==> src/rtl/arbitro_registrador_if.sv <==
// Bus between the two writers, the shared 8-bit register and the arbiter.
// slave: the arbiter's view. master: the environment (writers + register).
interface arbitro_registrador_if #(
    parameter int LARGURA = 8
);
    logic               req_a;
    logic [LARGURA-1:0] dado_a;
    logic               ack_a;
    logic               req_b;
    logic [LARGURA-1:0] dado_b;
    logic               ack_b;
    logic [LARGURA-1:0] reg_q;
    logic [LARGURA-1:0] reg_d;
    logic               reg_preset;
    logic               reg_clear;
    logic               ocupado;
    logic [7:0]         escritas;

    modport slave (
        input  req_a, dado_a, req_b, dado_b, reg_q,
        output ack_a, ack_b, reg_d, reg_preset, reg_clear, ocupado, escritas
    );

    modport master (
        output req_a, dado_a, req_b, dado_b, reg_q,
        input  ack_a, ack_b, reg_d, reg_preset, reg_clear, ocupado, escritas
    );
endinterface

==> src/rtl/arbitro_registrador.sv <==
// Round-robin arbiter sharing one enable-less register between writers A and B.
// The register's D is recirculated from Q except for the single ESCRITA cycle,
// when the granted writer's data is substituted. Four-phase req/ack per writer.
module arbitro_registrador #(
    parameter int LARGURA = 8
) (
    input  logic                  clk,
    input  logic                  clear,
    arbitro_registrador_if.slave  bus
);

    typedef enum logic [2:0] {
        LIVRE,
        ESCRITA_A,
        ESCRITA_B,
        ESPERA_A,
        ESPERA_B
    } estado_t;

    estado_t    estado, prox;
    logic       ultimo;      // last writer served: 0 = A, 1 = B
    logic [7:0] escritas;

    // Register clear follows the block reset directly; preset is never used.
    assign bus.reg_clear  = clear;
    assign bus.reg_preset = 1'b0;
    assign bus.escritas   = escritas;

    // State register.
    always_ff @(posedge clk or posedge clear) begin
        if (clear) estado <= LIVRE;
        else       estado <= prox;
    end

    // Next state and state-decoded outputs (no combinational path from req).
    always_comb begin
        prox        = estado;
        bus.reg_d   = bus.reg_q;
        bus.ack_a   = 1'b0;
        bus.ack_b   = 1'b0;
        bus.ocupado = (estado != LIVRE);
        case (estado)
            LIVRE: begin
                if (bus.req_a && bus.req_b) prox = ultimo ? ESCRITA_A : ESCRITA_B;
                else if (bus.req_a)         prox = ESCRITA_A;
                else if (bus.req_b)         prox = ESCRITA_B;
            end
            ESCRITA_A: begin
                bus.reg_d = bus.dado_a;
                prox      = ESPERA_A;
            end
            ESCRITA_B: begin
                bus.reg_d = bus.dado_b;
                prox      = ESPERA_B;
            end
            ESPERA_A: begin
                bus.ack_a = 1'b1;
                if (!bus.req_a) prox = LIVRE;
            end
            ESPERA_B: begin
                bus.ack_b = 1'b1;
                if (!bus.req_b) prox = LIVRE;
            end
            default: prox = LIVRE;
        endcase
    end

    // Round-robin pointer and write counter advance on the edge that ends ESCRITA.
    always_ff @(posedge clk or posedge clear) begin
        if (clear) begin
            ultimo   <= 1'b1;
            escritas <= 8'd0;
        end else if (estado == ESCRITA_A) begin
            ultimo   <= 1'b0;
            escritas <= escritas + 8'd1;
        end else if (estado == ESCRITA_B) begin
            ultimo   <= 1'b1;
            escritas <= escritas + 8'd1;
        end
    end

endmodule

==> src/flat_wrapper.sv <==
// flat-port wrapper written by rule: the top's interface ports become plain ports
module arbitro_registrador_flat 
#(
    parameter int LARGURA = 8
)
  (clk, clear, bus_req_a, bus_dado_a, bus_req_b, bus_dado_b, bus_reg_q, bus_ack_a, bus_ack_b, bus_reg_d, bus_reg_preset, bus_reg_clear, bus_ocupado, bus_escritas);
  arbitro_registrador_if #(.LARGURA(LARGURA)) bus_i ();
  input  logic clk;
  input  logic clear;
  input wire logic [$bits(bus_i.req_a)-1:0] bus_req_a;
  input wire logic [$bits(bus_i.dado_a)-1:0] bus_dado_a;
  input wire logic [$bits(bus_i.req_b)-1:0] bus_req_b;
  input wire logic [$bits(bus_i.dado_b)-1:0] bus_dado_b;
  input wire logic [$bits(bus_i.reg_q)-1:0] bus_reg_q;
  output wire logic [$bits(bus_i.ack_a)-1:0] bus_ack_a;
  output wire logic [$bits(bus_i.ack_b)-1:0] bus_ack_b;
  output wire logic [$bits(bus_i.reg_d)-1:0] bus_reg_d;
  output wire logic [$bits(bus_i.reg_preset)-1:0] bus_reg_preset;
  output wire logic [$bits(bus_i.reg_clear)-1:0] bus_reg_clear;
  output wire logic [$bits(bus_i.ocupado)-1:0] bus_ocupado;
  output wire logic [$bits(bus_i.escritas)-1:0] bus_escritas;
  assign bus_i.req_a = bus_req_a;
  assign bus_i.dado_a = bus_dado_a;
  assign bus_i.req_b = bus_req_b;
  assign bus_i.dado_b = bus_dado_b;
  assign bus_i.reg_q = bus_reg_q;
  assign bus_ack_a = bus_i.ack_a;
  assign bus_ack_b = bus_i.ack_b;
  assign bus_reg_d = bus_i.reg_d;
  assign bus_reg_preset = bus_i.reg_preset;
  assign bus_reg_clear = bus_i.reg_clear;
  assign bus_ocupado = bus_i.ocupado;
  assign bus_escritas = bus_i.escritas;
  arbitro_registrador #(.LARGURA(LARGURA)) u_core (.clk(clk), .clear(clear), .bus(bus_i));
endmodule
==> config.mk <==
export PLATFORM = sky130hd
export DESIGN_NAME = arbitro_registrador_flat
export DESIGN_NICKNAME = d
export VERILOG_FILES = /design/src/rtl/arbitro_registrador_if.sv /design/src/rtl/arbitro_registrador.sv /design/src/flat_wrapper.sv
export SDC_FILE = /design/constraint.sdc
export NUM_CORES = 1
export LEC_CHECK = 0
export ABC_AREA = 1
export BUFFER_PORTS_ARGS = -buffer_cell sky130_fd_sc_hd__buf_2
export CELL_PAD_IN_SITES_DETAIL_PLACEMENT = 1
export CELL_PAD_IN_SITES_GLOBAL_PLACEMENT = 2
export CORE_UTILIZATION = 22
export DETAILED_ROUTE_END_ITERATION = 8
export PLACE_DENSITY = 0.82
export SYNTH_ARGS = -nofsm -noshare
export SYNTH_HDL_FRONTEND = slang
export SYNTH_SLANG_ARGS = --single-unit
==> constraint.sdc <==
create_clock -name clk -period 2.25 [get_ports clk]
set_clock_uncertainty 0.2 [all_clocks]
set_input_delay 0.225 -clock clk [delete_from_list [all_inputs] [get_ports clk]]
set_output_delay 0.225 -clock clk [all_outputs]
set_load 0.05 [all_outputs]
After elaboration in Yosys (flattened, before gate mapping):

Cells that the tools add are included.

* multiplexer cells: 14
* $add $sub $neg: 1
* eq/ne operators: 7
* reductions and logical operators: 5

Operator list (number)
* two-way mux 8 bit: 2
* one-hot mux 8 bit (2 select lines): 1
* two-way mux 3 bit: 5
* one-hot mux 3 bit (5 select lines): 1
* adder 8 x 1 -> 8 bit, second input constant: 1
* == test 3 x 2 -> 1 bit, second input constant: 2
* two-way mux 1 bit: 4
* inequality test 2 bit, second input constant: 2
* inequality test 4 x 3 -> 1 bit, second input constant: 1
* == test 3 x 1 -> 1 bit, second input constant: 1
* == test 3 bit, second input constant: 1
* logical NOT 3 bit: 1
* AND reduction 3 bit: 1
* nonzero test 3 bit: 1
* two-way mux 2 bit: 1
* nonzero test 2 bit: 1
* logical AND 1 bit: 1

* logic and storage cells: 30
* flip-flop bits (word level): 12
* input port bits: 28
* output and inout bits: 21

Logic depth before layout (Yosys ltp):

* word-level depth: 4
* gate-level depth with buffers: 7
* depth with buffers taken out: 7

Worst setup path after synthesis:

Ideal clock, no wire load.

* path kind: reg-to-output
* start: register u_core.estado[1]
* end: output bus_ack_a
* arrival time: 1.574 ns
* required time: 1.825 ns
* stages on the path, launching flop included: 3
* buffers on the path: 0
* setup slack: 0.251 ns
* path through: dfrtp_1 > inv_1 > nor3_1

* cells in the longest elaborated chain, start to end: 2

RTL lines
* start, declared: RTL line arbitro_registrador.sv:20 `estado_t estado, prox;`
* start signal, assigned: RTL line arbitro_registrador.sv:32 `else estado <= prox;`
* == test 3 x 2 -> 1 bit: RTL line arbitro_registrador.sv:42 `case (estado)`
* two-way mux 1 bit: RTL line arbitro_registrador.sv:42
* end, declared: RTL line flat_wrapper.sv:15 `output wire logic [$bits(bus_i.ack_a)-1:0] bus_ack_a;`

No other way between the ends.

Final worst setup path:

* start: register u_core.estado[1]
* end: output bus_reg_d[2]

* cells in the longest elaborated chain, start to end: 2
* elaborated cells on any way between the ends: 3
* those cells by class: 2 x eq/ne; 1 x mux

RTL lines
* == test 3 x 2 -> 1 bit / == test 3 x 1 -> 1 bit (equally long branches): RTL line arbitro_registrador.sv:42
* one-hot mux 8 bit (2 select lines) *: RTL line arbitro_registrador.sv:42
* end, declared: RTL line flat_wrapper.sv:17 `output wire logic [$bits(bus_i.reg_d)-1:0] bus_reg_d;`

Every way passes the cells marked *; elsewhere a longest branch is shown, timed or not.

==> flow_summary.yaml <==
critical_path:
  r2r_start: "u_core.estado[2]"
  cp.buffers_inverters: 3
  slowest_stage: "dfrtp_1"
  slowest_delay_ns: 0.42
  startpoint: "u_core.estado[1]"
  arrival_ns: 1.63
  critPathCaptureType: "output port"
  path_class: "flop to output port"
  worstSetupStartpointType: "flop"
  crit_required_ns: 1.82
  critPathTopFamily: "buffers and inverters"
  worstPathMaxFanout: 12
  crit_chain: "inv_1, nand3_4, nand2_4, inv_2, nand2_1, nand3_1, buf_2"
flow_run:
  cap_viol_max_count: 0
logic_synthesis:
  ys_ff_latch: 12
  synth_top_area_cell: "dfrtp_1"
  syn_avg_cell_area_um2: 6.89
  synth_cells: 120
  netlist_top_cells_area: "dfrtp_1 33%, nand2_1 25%, nand3_1 6.7%"
  synth_seq_area_share_pct: 36.5
  syn_area_um2: 827
  ys.warnings.count: 0
  yosysTopAreaCellShare_pct: 33.3
  synth_fp_nets: 149
  synth.distinct_cells: 22
clocking:
  cts_buffer_depth: 2
  clock-sinks: 12
  tritoncts.num_buffers: 3
  tritoncts: "built"
  clkTransAtPathRegs_ns: 0.06
  clock-root-buffer: "clkbuf_8"
  clk_latency_ns: 0.24
  cts_resized: 0
  htree_levels: 1
timing:
  post-route-period-util_pct: 91.2
  fin_setup_tns_ns: 0
  fin_ws_ns: 0.198
  finalCriticalPeriod_ns: 2.05
  fmax_mhz: 487
  setup_viol: 0
  hold_viol_final: 0
  rsz0062_at_grt: "no"
  maxSlewViolCount: 0
global_route:
  grt_pass1_vias: 944
  grt_max_degree: 13
  antenna_found_initial: 0
  grt_usage_pct: 13.6
  grt_pass1_wl_um: 4300
  grt_overflow: 0
place:
  post-place-ws_ns: 0.439
  hpwl_um: 2080
  gp_congestion: 0.730
  placed_area_mm2: 0.00108
  port_buffers: 47
  placedCellCount: 209
finish:
  syn_to_final_growth_pct: 38.7
  layout-drive-gt1-share_pct: 35.7
  antenna_cells: 0
  layout_commonest_cell: "nand2_1"
  fillers: 478
  num-nets-final: 198
  finalNonFillerCells: 214
  final_cell_mix: "54 x nand2_1, 47 x buf_2, 11 x inv_1, 11 x nand3_1, 11 x dfrtp_1"
  design_area_mm2: 0.00115
die:
  dieArea_mm2: 0.00401
  fp.coreArea_mm2: 0.00347
  die_y_um: 63.3
  ioPinCount: 49
  initial_core_util_pct: 23.8
  rows: 21
  die_w_um: 63.3
detailed_routing:
  vias_per_cell: 4.36
  wl_per_cell_um: 11.8
  via_count: 932
  drt_iter0_markers: 23
  dr.pass1.iters: 2
  routed_wl_um: 2540
  drc: 0
  ant_nets: 0
outcome:
  status: "complete, no violations"
power:
  p_clk_share_pct: 13.3
  switching_power_mw: 1.08
  p_int_mw: 0.727
  power_frac_comb_pct: 65.9
  total_power_mw: 1.81
  leakage_nw: 0.664
  seq_power_share_pct: 20.9
  power_density_mw_per_mm2: 1580
  irDropWorstVdd_mv: 0.528
  p_sw_share_pct: 59.9
hold_path:
  hp-class: "input pin to flop"
  hold_start: "bus_req_b"
[registers in the layout (all words and copies together), names as in the netlist]
name                 count
u_core.ultimo            1
u_core.estado            3
u_core.bus.escritas      8
[synth_stat cells, drive strengths merged]
cell type and instances:
buf 4, conb 1, dfrtp 11, dfstp 1, ha 1, inv 14, nand2 55, nand3 14
nand3b 2, nand4 3, nor2 5, nor3 2, o211ai 1, o21ai 2, or2 1, xnor2 1
xor2 2
[per-layer routing]
layer / up-vias / global-route usage, % / wire, um
li1: 468 / - / -
met1: 439 / 16.6 / 1050
met2: 20 / 23.3 / 1360
met3: 5 / 1.81 / 82
met4: 0 / 6.82 / 49
met5: - / 0 / 0
[metrics by stage]
stage / utilization, % / hold WS (ns)
global route: 33.1 / 0.121
floorplan: - / -0.111
detailed placement: 31.2 / 0.0815
CTS: 33.1 / 0.103
finish: 33.1 / 0.0985
global placement: 31.2 / 0.0727
[what timing repair did]
item	CTS	global route
endpoints found under the setup margin	0	0
hold buffers	1	0
buffers inserted	0	0
hold endpoints to repair	11	0
[kinds of logic after synthesis]
| logic type | share of synthesized area, % |
|---|---|
| AOI/OAI and AO/OA | 2.12 |
| DFF | 36.5 |
| and+or+nand+nor | 45.4 |
| adders and majority gates | 1.51 |
| xor gates and xnor gates | 3.18 |
| other | 0.453 |
| buffers and inverters | 10.9 |
[path summary, 6_finish.rpt]
check | endpoint | slack (ns) | cells past startpoint
max in group asynchronous | u_core.ultimo | 1.16 | 3
worst min register to register | u_core.ultimo | 0.27 | 2
worst max-delay path | bus_reg_d[2] | 0.20 | 7
min in group asynchronous | u_core.estado[1] | 0.34 | 3
worst min-delay path | u_core.estado[2] | 0.1 | 3
worst max register to register | u_core.bus.escritas[2] | 0.78 | 6
[worst min-delay path, delay by kind of cell]
kind / cells / cell delay (ns)
simple gates: 2 / 0.18
buf+inv: 1 / 0.10
[power by group through the flow]
stage               Combinational (mW)  Clock (mW)  Sequential [mW]
floorplan                        0.863           0            0.488
detailed placement                1.20           0            0.383
finish                            1.19       0.240            0.378
global route                      1.29       0.259            0.392
CTS                               1.21       0.247            0.380
global placement                  1.18           0            0.378
[final cells by class]
class                           instances  area [um^2]  share of cell area [%]
Sequential cell                        12          302                    26.3
Multi-Input combinational cell         90          435                    37.9
Timing Repair Buffer                   48          245                    21.4
Inverter                               14         52.6                    4.58
Clock buffer                            4         55.1                    4.80
Tap cell                               46         57.6                    5.02
Power figures use the tool's default switching activity.
